[src/rtl/axi2per_pkg.sv]
// Shared types and constants for the AXI-to-peripheral request stage.
// The state encodings are fixed so that debug taps and checkers can decode them.
package axi2per_pkg;

  localparam int unsigned PER_DATA_WIDTH = 32;
  localparam int unsigned PER_BE_WIDTH   = PER_DATA_WIDTH / 8;

  localparam logic PER_WE_READ  = 1'b1;
  localparam logic PER_WE_WRITE = 1'b0;

  localparam logic [1:0] ST_IDLE      = 2'd0;
  localparam logic [1:0] ST_REQ       = 2'd1;
  localparam logic [1:0] ST_WAIT_RESP = 2'd2;

  typedef enum logic [1:0] {
    IDLE      = ST_IDLE,
    REQ       = ST_REQ,
    WAIT_RESP = ST_WAIT_RESP
  } req_state_e;

  typedef struct packed {
    logic wr;
    logic rd;
  } arb_grant_t;

endpackage

[src/rtl/axi2per_req_arb.sv]
// Two-requester round-robin arbiter choosing between a pending AXI read and write.
// The winner is combinational; the history flops only advance on an accepted grant.
module axi2per_req_arb
  import axi2per_pkg::*;
(
  input  logic       clk_i,
  input  logic       rst_ni,
  input  logic       rd_cand_i,
  input  logic       wr_cand_i,
  input  logic       accept_i,
  output arb_grant_t grant_o
);

  logic       last_was_write_q, last_was_write_d;
  logic       served_q, served_d;
  logic       tie_to_wr;
  arb_grant_t grant_d;

  // Until something has been served a tie goes to the read, as if a write came last.
  assign tie_to_wr = served_q && !last_was_write_q;

  always_comb begin
    grant_d          = '0;
    last_was_write_d = last_was_write_q;
    served_d         = served_q;
    if (accept_i) begin
      if (rd_cand_i && wr_cand_i) begin
        grant_d.wr = tie_to_wr;
        grant_d.rd = !tie_to_wr;
      end else begin
        grant_d.wr = wr_cand_i;
        grant_d.rd = rd_cand_i;
      end
      if (grant_d.wr || grant_d.rd) begin
        last_was_write_d = grant_d.wr;
        served_d         = 1'b1;
      end
    end
  end

  assign grant_o = grant_d;

  always_ff @(posedge clk_i) begin
    if (!rst_ni) begin
      last_was_write_q <= 1'b0;
      served_q         <= 1'b0;
    end else begin
      last_was_write_q <= last_was_write_d;
      served_q         <= served_d;
    end
  end

endmodule

[src/rtl/axi2per_req_channel.sv]
// Request stage of the AXI-to-peripheral bridge: one single-beat AXI read or write
// becomes one 32-bit peripheral request, with at most one transaction in flight.
module axi2per_req_channel
  import axi2per_pkg::*;
#(
  parameter int unsigned PER_ADDR_WIDTH = 32,
  parameter int unsigned PER_ID_WIDTH   = 5,
  parameter int unsigned AXI_ADDR_WIDTH = 32,
  parameter int unsigned AXI_DATA_WIDTH = 64,
  parameter int unsigned AXI_USER_WIDTH = 6,
  parameter int unsigned AXI_ID_WIDTH   = 3
) (
  input  logic                        clk_i,
  input  logic                        rst_ni,

  input  logic                        axi_slave_aw_valid_i,
  input  logic [AXI_ADDR_WIDTH-1:0]   axi_slave_aw_addr_i,
  input  logic [AXI_ID_WIDTH-1:0]     axi_slave_aw_id_i,
  output logic                        axi_slave_aw_ready_o,

  input  logic                        axi_slave_w_valid_i,
  input  logic [AXI_DATA_WIDTH-1:0]   axi_slave_w_data_i,
  input  logic [AXI_DATA_WIDTH/8-1:0] axi_slave_w_strb_i,
  output logic                        axi_slave_w_ready_o,

  input  logic                        axi_slave_ar_valid_i,
  input  logic [AXI_ADDR_WIDTH-1:0]   axi_slave_ar_addr_i,
  input  logic [AXI_ID_WIDTH-1:0]     axi_slave_ar_id_i,
  output logic                        axi_slave_ar_ready_o,

  output logic                        per_master_req_o,
  output logic [PER_ADDR_WIDTH-1:0]   per_master_add_o,
  output logic                        per_master_we_o,
  output logic [PER_DATA_WIDTH-1:0]   per_master_wdata_o,
  output logic [PER_BE_WIDTH-1:0]     per_master_be_o,
  output logic [PER_ID_WIDTH-1:0]     per_master_id_o,
  input  logic                        per_master_gnt_i,

  output logic                        trans_req_o,
  output logic                        trans_we_o,
  output logic [AXI_ID_WIDTH-1:0]     trans_id_o,
  output logic [AXI_ADDR_WIDTH-1:0]   trans_add_o,
  input  logic                        trans_r_valid_i
);

  // Handshake: an AXI ready is raised only in IDLE, combinationally, in the single
  // cycle the channel is accepted; per_master_req_o stays high from the cycle after
  // accept until the cycle in which per_master_gnt_i is seen, never withdrawn.

  // Unsupported widths elaborate this marker block so they are easy to spot.
  if (AXI_DATA_WIDTH != 64 || PER_ADDR_WIDTH != AXI_ADDR_WIDTH || AXI_USER_WIDTH == 0)
  begin : g_unsupported_cfg
    logic cfg_unsupported;
    assign cfg_unsupported = 1'b1;
  end

  req_state_e                  state_q, state_d;
  logic [AXI_ADDR_WIDTH-1:0]   add_q, add_d;
  logic [AXI_ID_WIDTH-1:0]     id_q, id_d;
  logic                        we_q, we_d;
  logic [PER_DATA_WIDTH-1:0]   wdata_q, wdata_d;
  logic [PER_BE_WIDTH-1:0]     be_q, be_d;

  arb_grant_t                  grant;
  logic                        wr_cand;
  logic                        rd_cand;
  logic                        upper_lane;

  assign wr_cand    = axi_slave_aw_valid_i && axi_slave_w_valid_i;
  assign rd_cand    = axi_slave_ar_valid_i;
  assign upper_lane = axi_slave_aw_addr_i[2];

  axi2per_req_arb u_arb (
    .clk_i     (clk_i),
    .rst_ni    (rst_ni),
    .rd_cand_i (rd_cand),
    .wr_cand_i (wr_cand),
    .accept_i  (state_q == IDLE),
    .grant_o   (grant)
  );

  always_comb begin
    state_d = state_q;
    add_d   = add_q;
    id_d    = id_q;
    we_d    = we_q;
    wdata_d = wdata_q;
    be_d    = be_q;
    case (state_q)
      IDLE: begin
        if (grant.rd) begin
          add_d   = axi_slave_ar_addr_i;
          id_d    = axi_slave_ar_id_i;
          we_d    = PER_WE_READ;
          wdata_d = '0;
          be_d    = '1;
          state_d = REQ;
        end else if (grant.wr) begin
          add_d   = axi_slave_aw_addr_i;
          id_d    = axi_slave_aw_id_i;
          we_d    = PER_WE_WRITE;
          wdata_d = upper_lane ? axi_slave_w_data_i[2*PER_DATA_WIDTH-1:PER_DATA_WIDTH]
                               : axi_slave_w_data_i[PER_DATA_WIDTH-1:0];
          be_d    = upper_lane ? axi_slave_w_strb_i[2*PER_BE_WIDTH-1:PER_BE_WIDTH]
                               : axi_slave_w_strb_i[PER_BE_WIDTH-1:0];
          state_d = REQ;
        end
      end
      REQ: begin
        if (per_master_gnt_i) state_d = WAIT_RESP;
      end
      WAIT_RESP: begin
        if (trans_r_valid_i) state_d = IDLE;
      end
      default: state_d = IDLE;
    endcase
  end

  always_ff @(posedge clk_i) begin
    if (!rst_ni) begin
      state_q <= IDLE;
      add_q   <= '0;
      id_q    <= '0;
      we_q    <= 1'b0;
      wdata_q <= '0;
      be_q    <= '0;
    end else begin
      state_q <= state_d;
      add_q   <= add_d;
      id_q    <= id_d;
      we_q    <= we_d;
      wdata_q <= wdata_d;
      be_q    <= be_d;
    end
  end

  assign axi_slave_aw_ready_o = grant.wr;
  assign axi_slave_w_ready_o  = grant.wr;
  assign axi_slave_ar_ready_o = grant.rd;

  assign per_master_req_o   = (state_q == REQ);
  assign per_master_add_o   = add_q;
  assign per_master_we_o    = we_q;
  assign per_master_wdata_o = wdata_q;
  assign per_master_be_o    = be_q;
  assign per_master_id_o    = '0;

  assign trans_req_o = per_master_req_o && per_master_gnt_i;
  assign trans_we_o  = we_q;
  assign trans_id_o  = id_q;
  assign trans_add_o = add_q;

endmodule

[config.mk]
export PLATFORM = sky130hd
export DESIGN_NAME = axi2per_req_channel
export DESIGN_NICKNAME = d
export VERILOG_FILES = /design/src/rtl/axi2per_pkg.sv /design/src/rtl/axi2per_req_arb.sv /design/src/rtl/axi2per_req_channel.sv
export SDC_FILE = /design/constraint.sdc
export NUM_CORES = 1
export LEC_CHECK = 0
export BUFFER_PORTS_ARGS = -buffer_cell sky130_fd_sc_hd__buf_2
export CAP_MARGIN = 20
export CELL_PAD_IN_SITES_DETAIL_PLACEMENT = 0
export CELL_PAD_IN_SITES_GLOBAL_PLACEMENT = 1
export CORE_ASPECT_RATIO = 2
export CORE_MARGIN = 4
export CORE_UTILIZATION = 27
export DETAILED_ROUTE_END_ITERATION = 16
export PLACE_DENSITY_LB_ADDON = 0.25
export SETUP_SLACK_MARGIN = 0.4
export SYNTH_ARGS = -nofsm -noshare
export SYNTH_HDL_FRONTEND = slang
export SYNTH_SLANG_ARGS = --single-unit
[constraint.sdc]
create_clock -name clk_i -period 1.34 [get_ports clk_i]
set_input_delay 0.067 -clock clk_i [delete_from_list [all_inputs] [get_ports clk_i]]
set_output_delay 0.067 -clock clk_i [all_outputs]
set_load 0.005 [all_outputs]
# After elaboration in Yosys (flattened, before gate mapping)

Index checks and enable logic that the tools add are counted.

Shifts and indexed selects: 0
Bitwise operators: 0
Magnitude comparators: 0
Multipliers: 0
Divide/modulo/power cells: 0
Add/subtract/negate cells: 0
Equality and inequality tests: 5
Multiplexer cells: 20
Reductions and logical operators: 12

Operators with widths:

| kind                                                | count |
|---|---|
| 2-to-1 mux 32 bit                                   | 5 |
| 2-to-1 mux 2 bit                                    | 7 |
| 2-to-1 mux 4 bit                                    | 3 |
| 2-to-1 mux 3 bit                                    | 2 |
| case mux 2 bit (3 select lines)                     | 1 |
| logical AND 1 bit                                   | 4 |
| AND reduction 2 bit                                 | 2 |
| != test 3 bit, second input constant                | 1 |
| AND reduction 3 bit                                 | 1 |
| equality test 2 x 1 -> 1 bit, second input constant | 1 |
| equality test 2 bit, second input constant          | 1 |
| zero test 1 bit                                     | 2 |
| zero test 2 bit                                     | 1 |
| 2-to-1 mux 1 bit                                    | 2 |
| != test 2 x 1 -> 1 bit, second input constant       | 1 |
| != test 2 bit, second input constant                | 1 |
| nonzero test 2 bit                                  | 1 |
| logical OR 1 bit                                    | 1 |

Register bits after elaboration: 76
Memory bits (read-only): 0
Latch bits: 0
Memories kept: 0
Input bits: 149
Memory bits (writable): 0

# Depth between registers and ports, before layout

Word-level depth: 9
Mapped depth: 6

# Hierarchy

From an unflattened synthesis, not the netlist that was laid out.

Cell total of the unflattened synthesis: 384
Area, all modules: 3,689.8 sq um

By module, submodules not included:

| module              | cells each | seq. area each (sq um) | area an instance (sq um) | instances |
|---|---|---|---|---|
| axi2per_req_channel | 370        | 1,481.4                | 3,574.7                  | 1 |
| axi2per_req_arb     | 14         | 40.0                   | 115.1                    | 1 |

# Least setup slack after synthesis

No wires, ideal clock.

Kind: flip-flop to flip-flop
Start: reg state_q[1]
End: reg add_q[0], in the netlist per_master_add_o[0]
Stages on the path, launching flop included: 6
Arrival: 1,304 ps
Period minus slack after synthesis: 1,450 ps
Setup time: 145 ps
Slack: -110 ps
Cells stage by stage: dfxtp_1 > or3b_1 > buf_2 > buf_2 > nor3_1 > a2111oi_2

Longest elaborated chain between the ends: 4
Elaborated cells between the ends (all ways): 5
Those cells by class: mux: 2; reduce/logical: 3

RTL lines:

| what                                 | RTL line                                             | source |
|---|---|---|
| from (decl)                          | axi2per_req_channel.sv:57                            | `req_state_e state_q, state_d;` |
| from (signal assigned)               | axi2per_req_channel.sv:128                           | `state_q <= state_d;` |
| zero test 2 bit *                    | axi2per_req_channel.sv:78, axi2per_req_channel.sv:89 |  |
| 2-to-1 mux 2 bit                     | axi2per_req_arb.sv:26                                | `if (accept_i) begin` |
| nonzero test 2 bit (no source line)  | n/a                                                  |  |
| AND reduction 2 bit (no source line) | n/a                                                  |  |
| to (signal assigned)                 | axi2per_req_channel.sv:122                           | `add_q <= '0;` |
| to (signal assigned)                 | axi2per_req_channel.sv:129                           | `add_q <= add_d;` |
| to (decl)                            | axi2per_req_channel.sv:58                            | `logic [AXI_ADDR_WIDTH-1:0] add_q, add_d;` |

Every way passes the cells marked *; elsewhere a longest branch is shown, timed or not.
A chain may end at the register's enable or synchronous reset.

# Worst setup path in the final report

Start: reg state_q[0]
End: reg wdata_q[12], in the netlist per_master_wdata_o[12]

Longest elaborated chain between the ends: 4
Elaborated cells between the ends (all ways): 5
Those cells by class: mux: 2; reduce/logical: 3

RTL lines:

| what                                 | RTL line                                             | source |
|---|---|---|
| zero test 2 bit *                    | axi2per_req_channel.sv:78, axi2per_req_channel.sv:89 |  |
| 2-to-1 mux 2 bit                     | axi2per_req_arb.sv:26                                |  |
| nonzero test 2 bit (no source line)  | n/a                                                  |  |
| AND reduction 2 bit (no source line) | n/a                                                  |  |
| to (signal assigned)                 | axi2per_req_channel.sv:132                           | `wdata_q <= wdata_d;` |
| to (decl)                            | axi2per_req_channel.sv:61                            | `logic [PER_DATA_WIDTH-1:0] wdata_q, wdata_d;` |

Marks and branches as above.

==> impl_metrics.tcl <==
set metrics [dict create \
    status "finished, violations left" \
    violations "negative setup slack" \
    cts_buffers 9 \
    via_per_inst 4.88 \
    yosysMostFrequentCell "dfxtp_1" \
    synth_edf_count 0 \
    clk_latency_ps 330 \
    boundaryPins 264 \
    final-seq-area_sq_um 1540 \
    yosys-top-cells-count "76 x dfxtp_1, 57 x a211oi_1, 51 x inv_1, 41 x a21oi_1, 41 x buf_4" \
    synthCells 468 \
    vdd_drop_max_mv 0.517 \
    synth-async-reset-ratio_pct 0 \
    syn_area_sq_um 4180 \
    n_antenna_cell 0 \
    synthTopCellsByArea "dfxtp_1 36%, a211oi_1 10%, buf_4 7.4%" \
    tritoncts "built" \
    fin_util_pct 50.1 \
    crit_path_end_kind "register" \
    dpl.hpwl_um 11100 \
    switchingPower_mw 2.27 \
    rows 64 \
    hold_class "in -> reg" \
    port_buffers 258 \
    finClkSkew_ps 4.90 \
    detail_route.first_pass.iterations 4 \
    drive_above_1_share_pct 67.2 \
    dieWidth_um 95.9 \
    dieArea_sq_um 17600 \
    synth.distinct_cells 35 \
    layout.cells.non_filler 946 \
    start_util_pct 27.5 \
    gp_congestion 0.731 \
    post-route-period-util_pct 111 \
    synth_seq_area_share_pct 36.4 \
    min_path_cells 3 \
    hold_slack_ps 12.2 \
    routedWlPerCell_um 17.8 \
    yosysTopAreaCellShare_pct 36.4 \
    die_h_um 184 \
    critPathMaxFanout 5 \
    setup_slack_ps -149 \
    grt_usage_pct 17.1 \
    synth-main-ff-cell "dfxtp_1" \
    max_cap_violations 0 \
    power.density_nw_per_um2 1020 \
    fillers 1459 \
    grt_max_degree 42 \
    period_minus_slack_ps 1490 \
    finalSetupViolations 66 \
    root_buffer "clkbuf_16" \
    finalHoldViolCount 0 \
    multi_input_area_sq_um 2690 \
    drtIter0Drc 75 \
    p_clk_share_pct 34.0 \
    power_switching_share_pct 29.3 \
    synth-seq-cells 76 \
    wl_um 16900 \
    crit_type "reg -> reg" \
    cp.arrival_ps 1690 \
    vias 4616 \
    p_int_mw 5.47 \
    syn_area_per_cell_sq_um 8.92 \
    yosysTopAreaCell "dfxtp_1" \
    core-area_sq_um 15200 \
    grt.overflow.total 0 \
    leakagePower_nw 3.34 \
    layout.nets 893 \
    rsz0062_at_grt "yes" \
    grt_pass1_wl_um 23400 \
    report.final.slew_viol_count 0 \
    p_seq_share_pct 33.8 \
    max_freq_ghz 0.672 \
    syn_to_final_growth_pct 82.4 \
    path_clk_slew_ps 60 \
    total_power_mw 7.74 \
    ctsLongestPathBuffers 2 \
    r2r_cells 6 \
    grt_pass1_vias 4588 \
    dp.cells 871 \
    critPathLaunchType "register" \
    htreeDepth 3 \
    power_frac_comb_pct 32.1 \
    yosysWarnings 0 \
    clock-sinks 76 \
    antenna_found_initial 1 \
    antenna_left 0 \
    required_ps 1550 \
    drc 0 \
]
final cells by class:
type | count | share of cell area, %
repair buffers | 347 | 34.4
clock inverters | 4 | 0.969
clock buffers | 11 | 3.19
multi-input cells | 258 | 35.3
flip-flops and latches | 76 | 20.2
well taps | 198 | 3.25
inverters | 52 | 2.63
power groups by stage:
stage	clock [mW]	combinational, mW	sequential (mW)
after CTS	2.70	2.03	2.60
final	2.64	2.49	2.62
after global placement	0	1.74	2.63
after global routing	2.79	2.67	2.65
after floorplan	0	1.09	2.64
after detailed placement	0	1.77	2.64
stage by stage:
| stage | cell area (sq um) | worst slack, ps | TNS (ps) |
|---|---|---|---|
| after floorplan | 4580 | -24.2 | -461 |
| after global placement | 5910 | -136 | -4150 |
| after detailed placement | 5910 | -158 | -5100 |
| after CTS | 6850 | -153 | -7400 |
| after global routing | 7620 | -191 | -9800 |
| final | 7620 | -149 | -6960 |
layer usage:
| metal | GRT usage, % | part of all wire (%) |
|---|---|---|
| met3 | 3.56 | 6.5 |
| met5 | 0 | 0.077 |
| met2 | 31.2 | 56 |
| met4 | 7.53 | 3.5 |
| met1 | 18.3 | 34 |
logic make-up after synthesis:
family / synth area share (%)
multiplexers: 9.26
buffers and inverters: 17.0
flip-flops: 36.4
AND/OR/NAND/NOR: 6.62
AO/OA/AOI/OAI: 30.6
other: 0.0898
critical path: stages (launching register included):
cell	delay, ps
dfxtp_2	330
or3b_4	430
buf_6	150
o21ai_4	130
buf_12	140
clkbuf_16	150
a211oi_2	30
layout by cell type (no fill, tap or decap), drive strengths merged:
master,Yosys,final
mux2i,15,15
nand2b,1,1
nor3b,2,2
o21a,14,14
dfxtp,76,76
and4b,1,1
nor2,2,2
mux2,21,21
buf,61,312
and2,2,2
a21o,2,2
clkinv,0,2
clkbuf,25,19
nand4bb,1,1
nand4b,1,1
a311oi,6,6
a21oi,41,41
a21boi,11,11
nand2,1,1
or3b,1,1
nor3,30,30
conb,1,5
a211oi,57,57
dlygate4sd3,0,27
o21ai,7,7
inv,52,52
a2111oi,29,29
bufinv,0,2
nor2b,2,2
nand3,6,6
repair_timing:
| item | 4_1_cts | 5_1_grt |
|---|---|---|
| resized for setup | 45 | 100 |
| pin swaps | 6 | 74 |
| setup buffers | 10 | 9 |
| endpoints found under the setup margin | 84 | 92 |
| gates cloned | 3 | 11 |
| hold endpoints to repair | 27 | 0 |
| hold buffers | 27 | 0 |
path summary, 6_finish.rpt:
kind                               start                      to  slack [ps]
setup / recovery              state_q[0]  per_master_wdata_o[12]        -150
hold / removal    axi_slave_ar_addr_i[8]     per_master_add_o[8]          10
setup reg to reg              state_q[0]  per_master_wdata_o[12]        -150
hold reg to reg   per_master_wdata_o[20]  per_master_wdata_o[20]         450
flip-flops by register name, indices dropped and copies added (netlist names):
signal / count
u_arb.served_q: 1
u_arb.last_was_write_q: 1
per_master_wdata_o: 32
per_master_add_o: 32
trans_id_o: 3
state_q: 2
per_master_be_o: 4
per_master_we_o: 1
Power figures use the tool's default switching activity.
